**src/rtl/commit_bus_arbiter_pkg.sv**
```systemverilog
// Shared sizes and index helpers for the commit bus arbiter.
// Optional statistics counters in the top are enabled by defining COMMIT_ARB_STATS_EN.
package commit_bus_arbiter_pkg;

    localparam int COMMIT_PACKET_SIZE      = 32;
    localparam int COMMIT_ARB_NUM_STATIONS = 8;
    localparam int COMMIT_ARB_ID_W         = 4;

    // Station index reached by stepping `off` places from `base`, wrapping at n.
    function automatic int rrIdx(input int base, input int off, input int n);
        int sum;
        sum = base + off;
        return (sum >= n) ? sum - n : sum;
    endfunction

endpackage

```
**src/rtl/commit_bus_arbiter_if.sv**
```systemverilog
// Commit bus between the reservation-station array and the writeback path.
// master = arbiter side, slave = station/writeback side.
interface commit_bus_arbiter_if
    import commit_bus_arbiter_pkg::*;
#(
    parameter int NUM_STATIONS = COMMIT_ARB_NUM_STATIONS,
    parameter int PACKET_W     = COMMIT_PACKET_SIZE,
    parameter int ID_W         = COMMIT_ARB_ID_W
);
    logic [NUM_STATIONS-1:0]          iCommitRequest;
    logic [NUM_STATIONS*PACKET_W-1:0] iCommitData;
    logic                             iCommitStall;
    logic [NUM_STATIONS-1:0]          oCommitGranted;
    logic [PACKET_W-1:0]              oCommitData;
    logic                             oCommitValid;
    logic [ID_W-1:0]                  oCommitId;

    modport master (
        input  iCommitRequest, iCommitData, iCommitStall,
        output oCommitGranted, oCommitData, oCommitValid, oCommitId
    );

    modport slave (
        output iCommitRequest, iCommitData, iCommitStall,
        input  oCommitGranted, oCommitData, oCommitValid, oCommitId
    );
endinterface

```
**src/rtl/commit_bus_arbiter_rr_priority_picker.sv**
```systemverilog
// Combinational round-robin picker: first set bit of eReq scanning upward from rPtr with wrap.
module rr_priority_picker
    import commit_bus_arbiter_pkg::*;
#(
    parameter int NUM_STATIONS = COMMIT_ARB_NUM_STATIONS,
    parameter int ID_W         = COMMIT_ARB_ID_W
) (
    input  logic [NUM_STATIONS-1:0] eReq,
    input  logic [ID_W-1:0]         rPtr,
    output logic                    found,
    output logic [ID_W-1:0]         winnerIdx,
    output logic [NUM_STATIONS-1:0] winnerOneHot
);

    always_comb begin
        int idx;
        // NOTE: every output gets a default before the loop so no latch is inferred.
        found        = 1'b0;
        winnerIdx    = '0;
        winnerOneHot = '0;
        idx          = 0;
        for (int i = 0; i < NUM_STATIONS; i++) begin
            idx = rrIdx(int'(rPtr), i, NUM_STATIONS);
            if (!found && eReq[idx]) begin
                found             = 1'b1;
                winnerIdx         = ID_W'(idx);
                winnerOneHot[idx] = 1'b1;
            end
        end
    end

endmodule

```
**src/rtl/commit_bus_arbiter.sv**
```systemverilog
// Round-robin arbiter sharing one commit bus among NUM_STATIONS reservation stations.
// Define COMMIT_ARB_STATS_EN to add the oGrantCount / oStallCount statistics ports.
module commit_bus_arbiter
    import commit_bus_arbiter_pkg::*;
#(
    parameter int NUM_STATIONS = COMMIT_ARB_NUM_STATIONS,
    parameter int PACKET_W     = COMMIT_PACKET_SIZE,
    parameter int ID_W         = COMMIT_ARB_ID_W
) (
    input  logic                 Clock,
    input  logic                 Reset,
    commit_bus_arbiter_if.master bus
`ifdef COMMIT_ARB_STATS_EN
    ,
    output logic [31:0]          oGrantCount,
    output logic [31:0]          oStallCount
`endif
);

    logic [ID_W-1:0]         rPtr;
    logic [NUM_STATIONS-1:0] rLastMask;
    logic [NUM_STATIONS-1:0] eReq;
    logic                    found;
    logic [ID_W-1:0]         winnerIdx;
    logic [NUM_STATIONS-1:0] winnerOneHot;
    logic                    grantNow;
    logic [PACKET_W-1:0]     winnerPacket;

    logic [NUM_STATIONS-1:0] rGranted;
    logic                    rValid;
    logic [PACKET_W-1:0]     rData;
    logic [ID_W-1:0]         rId;

    // The previous winner may still show its request while its grant is visible.
    assign eReq         = bus.iCommitRequest & ~rLastMask;
    assign grantNow     = found && !bus.iCommitStall;
    assign winnerPacket = bus.iCommitData[winnerIdx*PACKET_W +: PACKET_W];

    rr_priority_picker #(
        .NUM_STATIONS (NUM_STATIONS),
        .ID_W         (ID_W)
    ) uPicker (
        .eReq         (eReq),
        .rPtr         (rPtr),
        .found        (found),
        .winnerIdx    (winnerIdx),
        .winnerOneHot (winnerOneHot)
    );

    // NOTE: Reset is sampled only on the clock edge; state uses non-blocking assignments.
    always_ff @(posedge Clock) begin
        if (Reset) begin
            rPtr      <= '0;
            rLastMask <= '0;
            rGranted  <= '0;
            rValid    <= 1'b0;
            rData     <= '0;
            rId       <= '0;
        end else if (grantNow) begin
            rPtr      <= ID_W'(rrIdx(int'(winnerIdx), 1, NUM_STATIONS));
            rLastMask <= winnerOneHot;
            rGranted  <= winnerOneHot;
            rValid    <= 1'b1;
            rData     <= winnerPacket;
            rId       <= winnerIdx;
        end else begin
            rLastMask <= '0;
            rGranted  <= '0;
            rValid    <= 1'b0;
        end
    end

    assign bus.oCommitGranted = rGranted;
    assign bus.oCommitValid   = rValid;
    assign bus.oCommitData    = rData;
    assign bus.oCommitId      = rId;

`ifdef COMMIT_ARB_STATS_EN
    always_ff @(posedge Clock) begin
        if (Reset) begin
            oGrantCount <= '0;
            oStallCount <= '0;
        end else begin
            if (grantNow)
                oGrantCount <= oGrantCount + 32'd1;
            if (bus.iCommitStall && |bus.iCommitRequest)
                oStallCount <= oStallCount + 32'd1;
        end
    end
`endif

endmodule
```
**src/flat_wrapper.sv**
```systemverilog
// flat-port wrapper written by rule: the top's interface ports become plain ports
module commit_bus_arbiter_flat import commit_bus_arbiter_pkg::*;
#(
    parameter int NUM_STATIONS = COMMIT_ARB_NUM_STATIONS,
    parameter int PACKET_W     = COMMIT_PACKET_SIZE,
    parameter int ID_W         = COMMIT_ARB_ID_W
)
  (Clock, Reset, bus_iCommitRequest, bus_iCommitData, bus_iCommitStall, bus_oCommitGranted, bus_oCommitData, bus_oCommitValid, bus_oCommitId);
  commit_bus_arbiter_if #(.NUM_STATIONS(NUM_STATIONS), .PACKET_W(PACKET_W), .ID_W(ID_W)) bus_i ();
  input  logic Clock;
  input  logic Reset;
  input wire logic [$bits(bus_i.iCommitRequest)-1:0] bus_iCommitRequest;
  input wire logic [$bits(bus_i.iCommitData)-1:0] bus_iCommitData;
  input wire logic [$bits(bus_i.iCommitStall)-1:0] bus_iCommitStall;
  output wire logic [$bits(bus_i.oCommitGranted)-1:0] bus_oCommitGranted;
  output wire logic [$bits(bus_i.oCommitData)-1:0] bus_oCommitData;
  output wire logic [$bits(bus_i.oCommitValid)-1:0] bus_oCommitValid;
  output wire logic [$bits(bus_i.oCommitId)-1:0] bus_oCommitId;
  assign bus_i.iCommitRequest = bus_iCommitRequest;
  assign bus_i.iCommitData = bus_iCommitData;
  assign bus_i.iCommitStall = bus_iCommitStall;
  assign bus_oCommitGranted = bus_i.oCommitGranted;
  assign bus_oCommitData = bus_i.oCommitData;
  assign bus_oCommitValid = bus_i.oCommitValid;
  assign bus_oCommitId = bus_i.oCommitId;
  commit_bus_arbiter #(.NUM_STATIONS(NUM_STATIONS), .PACKET_W(PACKET_W), .ID_W(ID_W)) u_core (.Clock(Clock), .Reset(Reset), .bus(bus_i));
endmodule
```
**config.mk**
```make
export PLATFORM = sky130hd
export DESIGN_NAME = commit_bus_arbiter_flat
export DESIGN_NICKNAME = d
export VERILOG_FILES = /design/src/rtl/commit_bus_arbiter_pkg.sv /design/src/rtl/commit_bus_arbiter_if.sv /design/src/rtl/commit_bus_arbiter_rr_priority_picker.sv /design/src/rtl/commit_bus_arbiter.sv /design/src/flat_wrapper.sv
export SDC_FILE = /design/constraint.sdc
export NUM_CORES = 1
export LEC_CHECK = 0
export CAP_MARGIN = 10
export CELL_PAD_IN_SITES_DETAIL_PLACEMENT = 0
export CELL_PAD_IN_SITES_GLOBAL_PLACEMENT = 1
export CORE_ASPECT_RATIO = 2
export CORE_MARGIN = 3
export CORE_UTILIZATION = 26
export CTS_CLUSTER_SIZE = 28
export DETAILED_ROUTE_END_ITERATION = 10
export GPL_TIMING_DRIVEN = 0
export PLACE_DENSITY = 0.87
export SLEW_MARGIN = 20
export SYNTH_ARGS = -nofsm -noshare
export SYNTH_HDL_FRONTEND = slang
export SYNTH_SLANG_ARGS = --single-unit
```
**constraint.sdc**
```tcl
create_clock -name Clock -period 3.75 [get_ports Clock]
set_clock_uncertainty 0.1 [all_clocks]
set_input_delay 0.75 -clock Clock [delete_from_list [all_inputs] [get_ports Clock]]
set_output_delay 0.75 -clock Clock [all_outputs]
set_load 0.02 [all_outputs]
```
==> results.ini, run 1 <==
[timing]
rsz0062_at_grt = true
relSlewSlack_pct = 55.7
fmax_ghz = 0.267
tightestPinTransition_ns = 0.659
setup-tns-final_ns = 0
slew_viol_final = 0
fin_crit_sh_pct = 99.8
hold_viol_final = 0
period_minus_slack_ns = 3.74
setup_violations = 0

[floorplan]
rows = 77
die-height_microns = 220
io_pins = 312
die_area_sq_mm = 0.0249
die_x_microns = 113
initial_core_util_pct = 26.7
core_area_sq_mm = 0.0224

[synth]
async_reset_ff_share_pct = 0
synth_edf_count = 0
postSynthCellCount = 670
ys_seq_area_share_pct = 16.5
syn_area_sq_mm = 0.00596
avgSynthCellArea_sq_um = 8.90
ys_ff_latch = 49
synth_cell_types = 59
ys_warn_count = 0
syn-num-nets = 959
synth-main-ff-cell = dfxtp_1

[clock_tree]
tritoncts = yes
cts_buffer_depth = 2
cts_inserted_buffers = 5
htreeDepth = 2
clock_latency_ns = 0.29
clkTransAtPathRegs_ns = 0.07
clockRootBuffer = clkbuf_16
cts_hold_buf = 0
clock_sinks = 49

[routing]
drcViolationCount = 0
dr.pass1.iters = 5
vias_per_cell = 5.38
ant_nets = 0
drt_iter0_markers = 319
wl_mm = 30.5
wl_per_cell_microns = 23.2
vias = 7072

[job]
cap_viol_max_count = 0

[grt]
grt-ovfl-total = 0
top_usage_layer = met2
grt_pass1_wl_mm = 43.3
globalRouteMet3Util_pct = 2.60
met1_usage_pct = 21.3
grtUsageTotal_pct = 22.8
grt_pass1_vias = 7470
grt_max_degree = 15
met2_usage_pct = 46.1
antenna_found_initial = 0

[run_status]
status = finished, final reports clean

[cells_and_area]
final_cell_mix = clkdlybuf4s50_1 (302), mux2i_1 (79), o211ai_1 (68), mux2_2 (63), buf_4 (53)
drive_gt1_share_pct = 23.9
area_growth_pct = 78.7
fin_area_sq_mm = 0.0107
final_nets = 1326
ff_latch_area_sq_um = 992
fill_cells = 2127
multi_input_area_sq_mm = 0.00503
antennaDiodeCount = 0
mostFrequentLayoutCell = clkdlybuf4s50_1

[min_path]
whs_endpoint = u_core.bus.oCommitData[28]
hold_class = reg -> reg
worstHoldStart = u_core.bus.oCommitData[28]
hold_path_depth = 2

[placed_design]
placed_cell_area_sq_mm = 0.00945
detailed_place_hpwl_mm = 24.3
place_congestion = 0.934
port_buffers = 310

[pwr]
power_density_mw_per_mm2 = 909
power_leakage_nw = 3.97
peakVddDrop_uv = 451

[critical_path]
crit_path_start_kind = flop
regToRegEndpoint = u_core.bus.oCommitData[30]
crit_arrival_ns = 3.86
endpoint_kind = flop
reg2reg_from = u_core.rPtr[0]
worst-r2r-cell-count = 14
worstSetupPathType = reg -> reg
crit_fanout = 5
crit_required_ns = 3.87
reg2reg_slack_ns = 0.009

power by group:
group	switching, mW	total, mW	internal, mW
Sequential	0.0877	0.751	0.663
Clock	0.208	0.454	0.246
Combinational	4.37	8.48	4.11
Total	4.67	9.69	5.02
flip-flops by register name, summed over array words and instances (netlist names):
signal,cells
u_core.rPtr,4
u_core.rLastMask,8
u_core.bus.oCommitData,32
u_core.bus.oCommitId,4
u_core.bus.oCommitValid,1
worst max-delay path, cell delays in order, from the launching register on:
cell	delay, ns
dfxtp_4	0.40
inv_6	0.05
buf_12	0.12
clkbuf_16	0.14
ha_4	0.19
xnor2_4	0.25
buf_4	0.16
buf_6	0.10
mux4_2	0.36
mux2_4	0.36
a41oi_4	0.22
nand2b_1	0.12
or4_4	0.60
a311o_1	0.39
o211ai_1	0.09
how the worst max path moves through the flow:
stage	start	endpoint	slack, ns	cells past startpoint
2_1_floorplan	u_core.rPtr[0]	u_core.bus.oCommitData[30]	0.03	15
4_1_cts	u_core.rPtr[1]	u_core.rLastMask[2]	0.02	12
3_5_place_dp	bus_iCommitRequest[6]	u_core.bus.oCommitData[19]	-1.28	13
5_1_grt	u_core.rPtr[2]	u_core.bus.oCommitData[21]	-0.08	17
3_3_place_gp	bus_iCommitRequest[2]	u_core.bus.oCommitData[21]	-1.31	13
6_report	u_core.rPtr[0]	u_core.bus.oCommitData[30]	0.009	14
cell families (layout without fill, tap and decap cells):
kind of cell	count (synthesis)	in the layout	share of synthesized area, %
fa+ha+maj	22	22	4.62
xor+xnor	11	11	1.74
compound gates	181	181	23.1
flops	49	49	16.5
mux	172	172	34.5
buf+inv	77	445	5.92
simple gates	158	158	13.7
metrics by stage:
step                util [%]  total power, mW  hold slack [ns]  instances  setup WS [ns]
finish                  47.6             9.69            0.367       1314        0.00913
global route            47.6             10.2            0.390       1314        -0.0751
CTS                     46.1             9.19            0.375       1299         0.0232
detailed placement      42.3             7.63            0.359       1256          -1.28
global placement        42.3             7.60            0.352       1256          -1.31
floorplan                  -             5.46            0.448        670         0.0312
area by class of cell:
type,instances,area share [%]
Multi-Input combinational cell,544,47.2
Timing Repair Buffer,365,33.7
Sequential cell,49,9.32
Buffer,54,4.41
Tap cell,276,3.24
Clock buffer,6,1.21
Inverter,18,0.846
Clock inverter,2,0.0940
per-layer routing:
layer	vias to the layer above	share of wire (%)
met5	-	0
met3	87	4.5
li1	3321	-
met2	314	57
met4	0	6.5
met1	3350	32
Yosys cell counts (all sizes together) (4+ instances only):
library cell	count	area (sq um)
and3	33	206
nand4	5	37.5
nor2	23	86.3
nor3	4	20.0
a21o	4	30.0
nand2b	13	81.3
clkbuf	35	131
a221oi	8	70.1
ha	22	275
dfxtp	49	981
nand3	6	30.0
a31oi	4	25.0
a211o	32	280
nor2b	9	56.3
and2	4	25.0
buf	24	154
mux2i	86	861
mux2	66	743
xnor2	8	77.6
o211ai	69	523
o21ai	12	60.1
mux4	20	450
a211oi	15	113
a21oi	15	75.1
nand2	52	195
inv	17	63.8
repair_timing:
item                                    in CTS  in global routing
gates resized for setup                    118                 45
gates cloned                                 0                  1
setup buffers                               38                 16
endpoints found under the setup margin      47                 39
pin swaps                                   15                 15
(Power assumes the default switching activity.)
==> run 2, diff against run 1 <==
CORE_UTILIZATION = 25   (was 26)
SYNTH_HIERARCHICAL = 1   (was default)
==> run 2 against run 1 <==
Effect of this change:
- the run now ends with negative setup slack left
- fmax down 8.3%
- highest routed layer unchanged
- sequential share of layout area about the same
- final cell count down 5.5%
- sequential power increased by 5.9%
- via count decreased by 5.6%
- die area is 3.4% lower
- largest cell class unchanged
- first-iteration DRC count grew 8.5%
- synthesized cell count down 11%
- critical path depth is 2 higher
==> results.ini, run 2 <==
[run_status]
status = complete, but fails checks  ; was finished, final reports clean
violations = negative setup slack

[synth]
synth.most_common_cell = mux2i_1  ; unchanged
netlist.area_leader.share_pct = 17.7  ; was 16.5%
ys_warn_count = 6  ; was 0
async_reset_ff_share_pct = 0  ; unchanged
yosys-top-cells-count = mux2i_1 (73), nor2_1 (57), dfxtp_1 (49), a22oi_1 (35), nand2b_1 (35)  ; was mux2i_1 (86), o211ai_1 (68), mux2_2 (64), nand2_1 (52), dfxtp_1 (49)
synth-main-ff-cell = dfxtp_1  ; unchanged
postSynthCellCount = 597  ; was 670
synth_edf_count = 0  ; unchanged
ys_ff_latch = 49  ; unchanged
synth.area.top_cells = dfxtp_1 (18%), mux4_2 (14%), mux2i_1 (13%), a32oi_1 (5.2%), ha_1 (5.0%)  ; was dfxtp_1 (16%), mux2i_1 (14%), mux2_2 (12%), o211ai_1 (8.6%), mux4_2 (7.6%)
avgSynthCellArea_sq_um = 9.26  ; was 8.90 sq um
syn_area_sq_mm = 0.00553  ; was 0.00596 sq mm
synth.largest_area_cell = dfxtp_1  ; unchanged
synth_cell_types = 64  ; was 59
syn-num-nets = 886  ; was 959
ys_seq_area_share_pct = 17.7  ; was 16.5%

[floorplan]
die_x_microns = 111  ; was 113 microns
initial_core_util_pct = 25.5  ; was 26.7%
rows = 76  ; was 77
core_area_sq_mm = 0.0217  ; was 0.0224 sq mm
die-height_microns = 216  ; was 220 microns
die_area_sq_mm = 0.0241  ; was 0.0249 sq mm
io_pins = 312  ; unchanged

[cells_and_area]
fill_cells = 2048  ; was 2,127
largest_reg_flops = 32  ; unchanged
drive_gt1_share_pct = 25.7  ; was 23.9%
antennaDiodeCount = 0  ; unchanged
multi_input_area_sq_mm = 0.00488  ; was 0.00503 sq mm
fin_util_pct = 49.3  ; was 47.6%
mostFrequentLayoutCell = clkdlybuf4s50_1  ; unchanged
ff_latch_area_sq_um = 992  ; unchanged
area_growth_pct = 93.3  ; was 78.7%
final_nets = 1257  ; was 1,326
final_cell_mix = clkdlybuf4s50_1 (302), mux2i_1 (53), nor2_1 (50), dfxtp_1 (46), buf_4 (38)  ; was clkdlybuf4s50_1 (302), mux2i_1 (79), o211ai_1 (68), mux2_2 (63), buf_4 (53)

[timing]
fmax_ghz = 0.245  ; was 0.267 GHz
finalWorstSetupSlack_ns = -0.329  ; was 0.00913 ns
hold_viol_final = 0  ; unchanged
whs_ns = 0.358  ; was 0.367 ns
fin_crit_sh_pct = 109  ; was 99.8%
rsz0062_at_grt = true  ; unchanged
period_minus_slack_ns = 4.08  ; was 3.74 ns
relSlewSlack_pct = 53.2  ; was 55.7%
slew_viol_final = 0  ; unchanged
tightestPinTransition_ns = 0.701  ; was 0.659 ns
setup_violations = 34  ; was 0

[critical_path]
worstSetupPathType = in -> reg  ; was reg -> reg
crit_required_ns = 3.82  ; was 3.87 ns
cp_slowest_cell = mux4_2  ; was or4_4
critPathMaxStageDelay_ns = 0.58  ; was 0.60 ns
worstPathCellList = dlygate4sd2_1 -> nor2b_4 -> mux4_2 -> mux2i_2 -> nand4_1 -> buf_6 -> nor3_4 -> nor2_2 -> a31oi_2 -> buf_6 -> buf_12 -> buf_16 -> mux2i_1 -> a22oi_1 -> a32oi_1 -> nor2_1  ; was inv_6 -> buf_12 -> clkbuf_16 -> ha_4 -> xnor2_4 -> buf_4 -> buf_6 -> mux4_2 -> mux2_4 -> a41oi_4 -> nand2b_1 -> or4_4 -> a311o_1 -> o211ai_1
crit_path_start_kind = input pin  ; was flop
crit_arrival_ns = 4.15  ; was 3.86 ns
regToRegEndpoint = u_core/bus.oCommitData[1]  ; was u_core.bus.oCommitData[30]
reg2reg_from = u_core/rPtr[0]  ; was u_core.rPtr[0]
endpoint_kind = flop  ; unchanged
worst-r2r-cell-count = 18  ; was 14
crit_fanout = 8  ; was 5
cpMostUsedCell = buf_6
reg2reg_slack_ns = -0.31  ; was 0.009 ns

[pwr]
power_density_mw_per_mm2 = 1040  ; was 909 mW/mm^2
power_leakage_nw = 4.06  ; was 3.97 nW
peakVddDrop_uv = 704  ; was 451 uV

[grt]
grt-ovfl-total = 0  ; unchanged
grt_pass1_vias = 6902  ; was 7,470
grt_pass1_wl_mm = 40.9  ; was 43.3 mm
antenna_found_initial = 0  ; unchanged
grtUsageTotal_pct = 22.2  ; was 22.8%
grt_max_degree = 16  ; was 15

[routing]
wirelength_met1_mm = 9.70  ; was 9.71 mm
vias_per_cell = 5.38  ; about the same
dr_wl_met3_mm = 1.51  ; was 1.39 mm
route.top_layer_used = met4  ; unchanged
vias = 6677  ; was 7,072
route.met2.wl_mm = 16.4  ; was 17.4 mm
wl_per_cell_microns = 23.5  ; was 23.2 microns
ant_nets = 0  ; unchanged
drcViolationCount = 0  ; unchanged
dr.pass1.iters = 5  ; unchanged
drt_iter0_markers = 346  ; was 319
wl_mm = 29.2  ; was 30.5 mm

[placed_design]
pre_cts_ws_ns = -1.47  ; was -1.28 ns
place_congestion = 0.950  ; was 0.934
detailed_place_hpwl_mm = 22.6  ; was 24.3 mm
port_buffers = 310  ; unchanged

[min_path]
hold_class = reg -> reg  ; unchanged
hold_path_depth = 2  ; unchanged
whs_endpoint = u_core/bus.oCommitId[3]  ; was u_core.bus.oCommitData[28]
worstHoldStart = u_core/bus.oCommitId[3]  ; was u_core.bus.oCommitData[28]

[job]
cap_viol_max_count = 0  ; unchanged

[clock_tree]
clockRootBuffer = clkbuf_16  ; unchanged
htreeDepth = 2  ; unchanged
clock_latency_ns = 0.30  ; was 0.29 ns
cts_inserted_buffers = 5  ; unchanged
clkTransAtPathRegs_ns = 0.07  ; about the same
tritoncts = yes  ; unchanged
clock_sinks = 49  ; unchanged
cts_buffer_depth = 2  ; unchanged

[run 2: changes by cell type after synthesis, sizes merged, moves of 30 or more]
cell	previous run	this run
mux2	66	5
o211ai	69	9
nor2	23	57
a22oi	2	35
a211o	32	0
a32oi	2	33
and3	33	3
[run 2: timing repair]
item                                    CTS  global route
hold buffers                              0             0
endpoints found under the setup margin   48            43
buffers inserted                         31            17
gates cloned                              2             6
gates resized for setup                 111            80
pin swaps                                25            56
[run 2: cell type report]
cell class / instances / area share [%]
repair buffers: 364 / 34.4
flip-flops and latches: 49 / 9.28
clock inverters: 2 / 0.351
inverters: 16 / 0.761
well taps: 273 / 3.19
clock buffers: 6 / 1.30
plain buffers: 51 / 5.07
multi-input cells: 481 / 45.7
[run 2: worst max-delay path by stage]
stage,startpoint,endpoint,slack (ns)
detailed placement,bus_iCommitRequest[1],u_core/bus.oCommitData[28],-1.47
global route,u_core/rPtr[0],u_core/bus.oCommitData[25],-0.48
global placement,bus_iCommitRequest[4],u_core/bus.oCommitData[24],-1.44
finish,bus_iCommitRequest[5],u_core/bus.oCommitData[1],-0.33
floorplan,bus_iCommitRequest[4],u_core/bus.oCommitData[11],-0.09
CTS,u_core/rPtr[0],u_core/bus.oCommitData[27],-0.29
[run 2: where the power goes]
group          internal [mW]  leakage [nW]  switching, mW
clock                  0.334        0.0831          0.223
combinational           5.18          3.57           4.63
sequential             0.685         0.405          0.109
[run 2: worst max-delay path, delay by kind of cell]
| family | cells | cell delay, ns |
|---|---|---|
| multiplexers | 3 | 1.19 |
| AND/OR/NAND/NOR | 5 | 0.62 |
| buffers and inverters | 5 | 0.96 |
| AO/OA/AOI/OAI | 3 | 0.62 |
[run 2: through the flow]
stage          total power, mW  cell area, sq um  cells  TNS, ns
2_1_floorplan             5.81              5660    597    -2.24
3_3_place_gp              7.75              9100   1180   -47.68
3_5_place_dp              7.81              9100   1180   -49.54
4_1_cts                   9.84             10100   1221    -7.75
5_1_grt                   11.7             10700   1242   -14.33
6_report                  11.2             10700   1242    -9.14
[run 2: metal layers]
| layer | global-route usage (%) | up-vias |
|---|---|---|
| li1 | - | 3065 |
| met1 | 22.1 | 3221 |
| met2 | 43.6 | 322 |
| met3 | 3.27 | 69 |
| met4 | 11.1 | 0 |
| met5 | 0 | - |
[run 2: kinds of logic (layout without fill, tap and decap cells)]
kind of cell | count (synthesis) | after routing | share of synthesized area, %
AO/OA/AOI/OAI | 151 | 151 | 20.6
XOR/XNOR | 9 | 9 | 1.43
adder cells (fa/ha/maj) | 22 | 22 | 4.98
buffers and inverters | 67 | 439 | 7.22
flip-flops | 49 | 49 | 17.7
multiplexers | 118 | 118 | 31.0
AND/OR/NAND/NOR | 181 | 181 | 17.0
==> patch: new RTL, settings of run 2 <==
The package constant `COMMIT_ARB_ID_W` goes from 4 to 6.
--- a/src/rtl/commit_bus_arbiter_pkg.sv
+++ b/src/rtl/commit_bus_arbiter_pkg.sv
@@ -4,7 +4,7 @@
 
     localparam int COMMIT_PACKET_SIZE      = 32;
     localparam int COMMIT_ARB_NUM_STATIONS = 8;
-    localparam int COMMIT_ARB_ID_W         = 4;
+    localparam int COMMIT_ARB_ID_W         = 6;
 
     // Station index reached by stepping `off` places from `base`, wrapping at n.
     function automatic int rrIdx(input int base, input int off, input int n);
Interface: changed (resized bus_oCommitId); port bits go from 312 to 314. The function was not compared with the original's and may differ.
==> patch against run 2 <==
First-iteration DRC count grew 4.0%; setup slack lost 0.58 ns; sequential power grew 27%; area after synthesis grew 19%; routed wire length grew 21%; the run still ends with negative setup slack left; cell count grew 15%; power grew 30%; design area grew 11%; utilization shrank 3.2 points; sequential cell count grew 4.
==> patch: results (changes against run 2) <==
final setup margin - -0.9074 ns (-0.5787 ns)
Setup-failing EPs final - 47 (+38%)
Vias - 7702 (+15%)
met2 usage - 46.99% (+3.4 points)
FF/Latch Area - 1072 sq um (+8.1%)
DP Cell Count - 1344 (+14%)
crit path DAT - 4.78 ns (+0.63 ns)
failing checks - negative setup slack
placed inst area - 10300 sq um (+13%)
drt pass-1 iters - 7 (+2)
sequential power share - 6.9% (-0.2 points)
Commonest cells post-synth - nand2_1, mux4_2, dfxtp_1
syn_area_per_cell - 9.515 sq um (+2.7%)
RePlAce Congestion - 1.036 (+9.1%)
CP max stage delay - 0.50 ns (-0.08 ns)
status - finished with violations
final WL - 35210 um (+21%)
count of cell types in the netlist - 74 (+16%)
worst vdd ir - 0.7660 mV (+8.8%)
max reg flops - 32 (unchanged)
share of cells above drive strength 1 - 26.98% (+1.3 points)
clock power share - 3.5% (-1.5 points)
synth top area cells - mux4_2, dfxtp_1, mux2i_1
RR Endpoint - u_core/rPtr[3]$_SDFFE_PP0P_
largest net degree at the start of global routing - 17 (+1)
Setup TNS Final - -27.48 ns (-18.34 ns)
vias in the first global route - 8059 (+17%)
met1 usage - 22.98% (+0.92 points)
Pleak - 4.383 nW (+7.9%)
Syn Nets - 982 (+11%)
Via density - 5.382 (+0.12%)
GR Util All Layers - 23.99% (+1.8 points)
hold path startpoint - u_core/bus.oCommitData[0]$_SDFFE_PP0P_
met3 Use GR - 2.885% (-0.38 points)
first-pass GRT wire length - 50050 um (+22%)
Nets - 1376 (+9.5%)
R2R depth - 22 (+4)
dpl hpwl - 28780 um (+27%)
Seq/Total Area, Yosys - 16.14% (-1.6 points)
setup slack, reg-to-reg - -0.90 ns (-0.59 ns)
actual slew at the worst max-slew pin - 0.7941 ns (+0.09260 ns)
worst hold slack - 0.3513 ns (-0.006683 ns)
IO buf count - 313 (+0.97%)
Fillers - 2506 (+22%)
ys flop type - dfxtp_1
P_int - 7.938 mW (+28%)
==> patch: logic make-up after synthesis <==
family | share of synthesized area [%]
xor+xnor | 5.290
fa+ha+maj | 4.567
compound gates | 16.02
flops | 16.14
mux | 35.19
simple gates | 17.35
buf+inv | 5.442
==> patch: what timing repair did <==
action	4_1_cts	5_1_grt
gates resized for setup	133	70
pin swaps	20	31
cloned	6	0
setup buffers	42	35
endpoints found under the setup margin	53	52
==> patch: routing by layer <==
layer,vias to the layer above,part of all wire (%)
met5,-,0
met4,0,7.0
met3,104,4.9
met2,413,55
met1,3717,33
li1,3468,-
==> patch: worst max path at each step <==
stage / from / end / slack (ns) / cells past startpoint
finish: bus_iCommitRequest[3] / u_core/rPtr[3]$_SDFFE_PP0P_ / -0.91 / 19
global route: u_core/rPtr[1]$_SDFFE_PP0P_ / u_core/rPtr[3]$_SDFFE_PP0P_ / -1.02 / 22
CTS: u_core/rPtr[1]$_SDFFE_PP0P_ / u_core/rPtr[3]$_SDFFE_PP0P_ / -0.82 / 21
detailed placement: bus_iCommitRequest[4] / u_core/bus.oCommitData[29]$_SDFFE_PP0P_ / -1.94 / 14
global placement: bus_iCommitRequest[4] / u_core/bus.oCommitData[29]$_SDFFE_PP0P_ / -1.93 / 14
floorplan: u_core/rPtr[1]$_SDFFE_PP0P_ / u_core/rPtr[4]$_SDFFE_PP0P_ / -0.69 / 19
==> patch: final cells by class <==
| type | instances | share of cell area (%) |
|---|---|---|
| Multi-Input combinational cell | 564 | 47.67 |
| Timing Repair Buffer | 388 | 33.03 |
| Sequential cell | 53 | 9.018 |
| Buffer | 51 | 4.514 |
| Tap cell | 340 | 3.578 |
| Clock buffer | 6 | 1.168 |
| Inverter | 22 | 0.7997 |
| Clock inverter | 2 | 0.1158 |
| Antenna cell | 5 | 0.1052 |
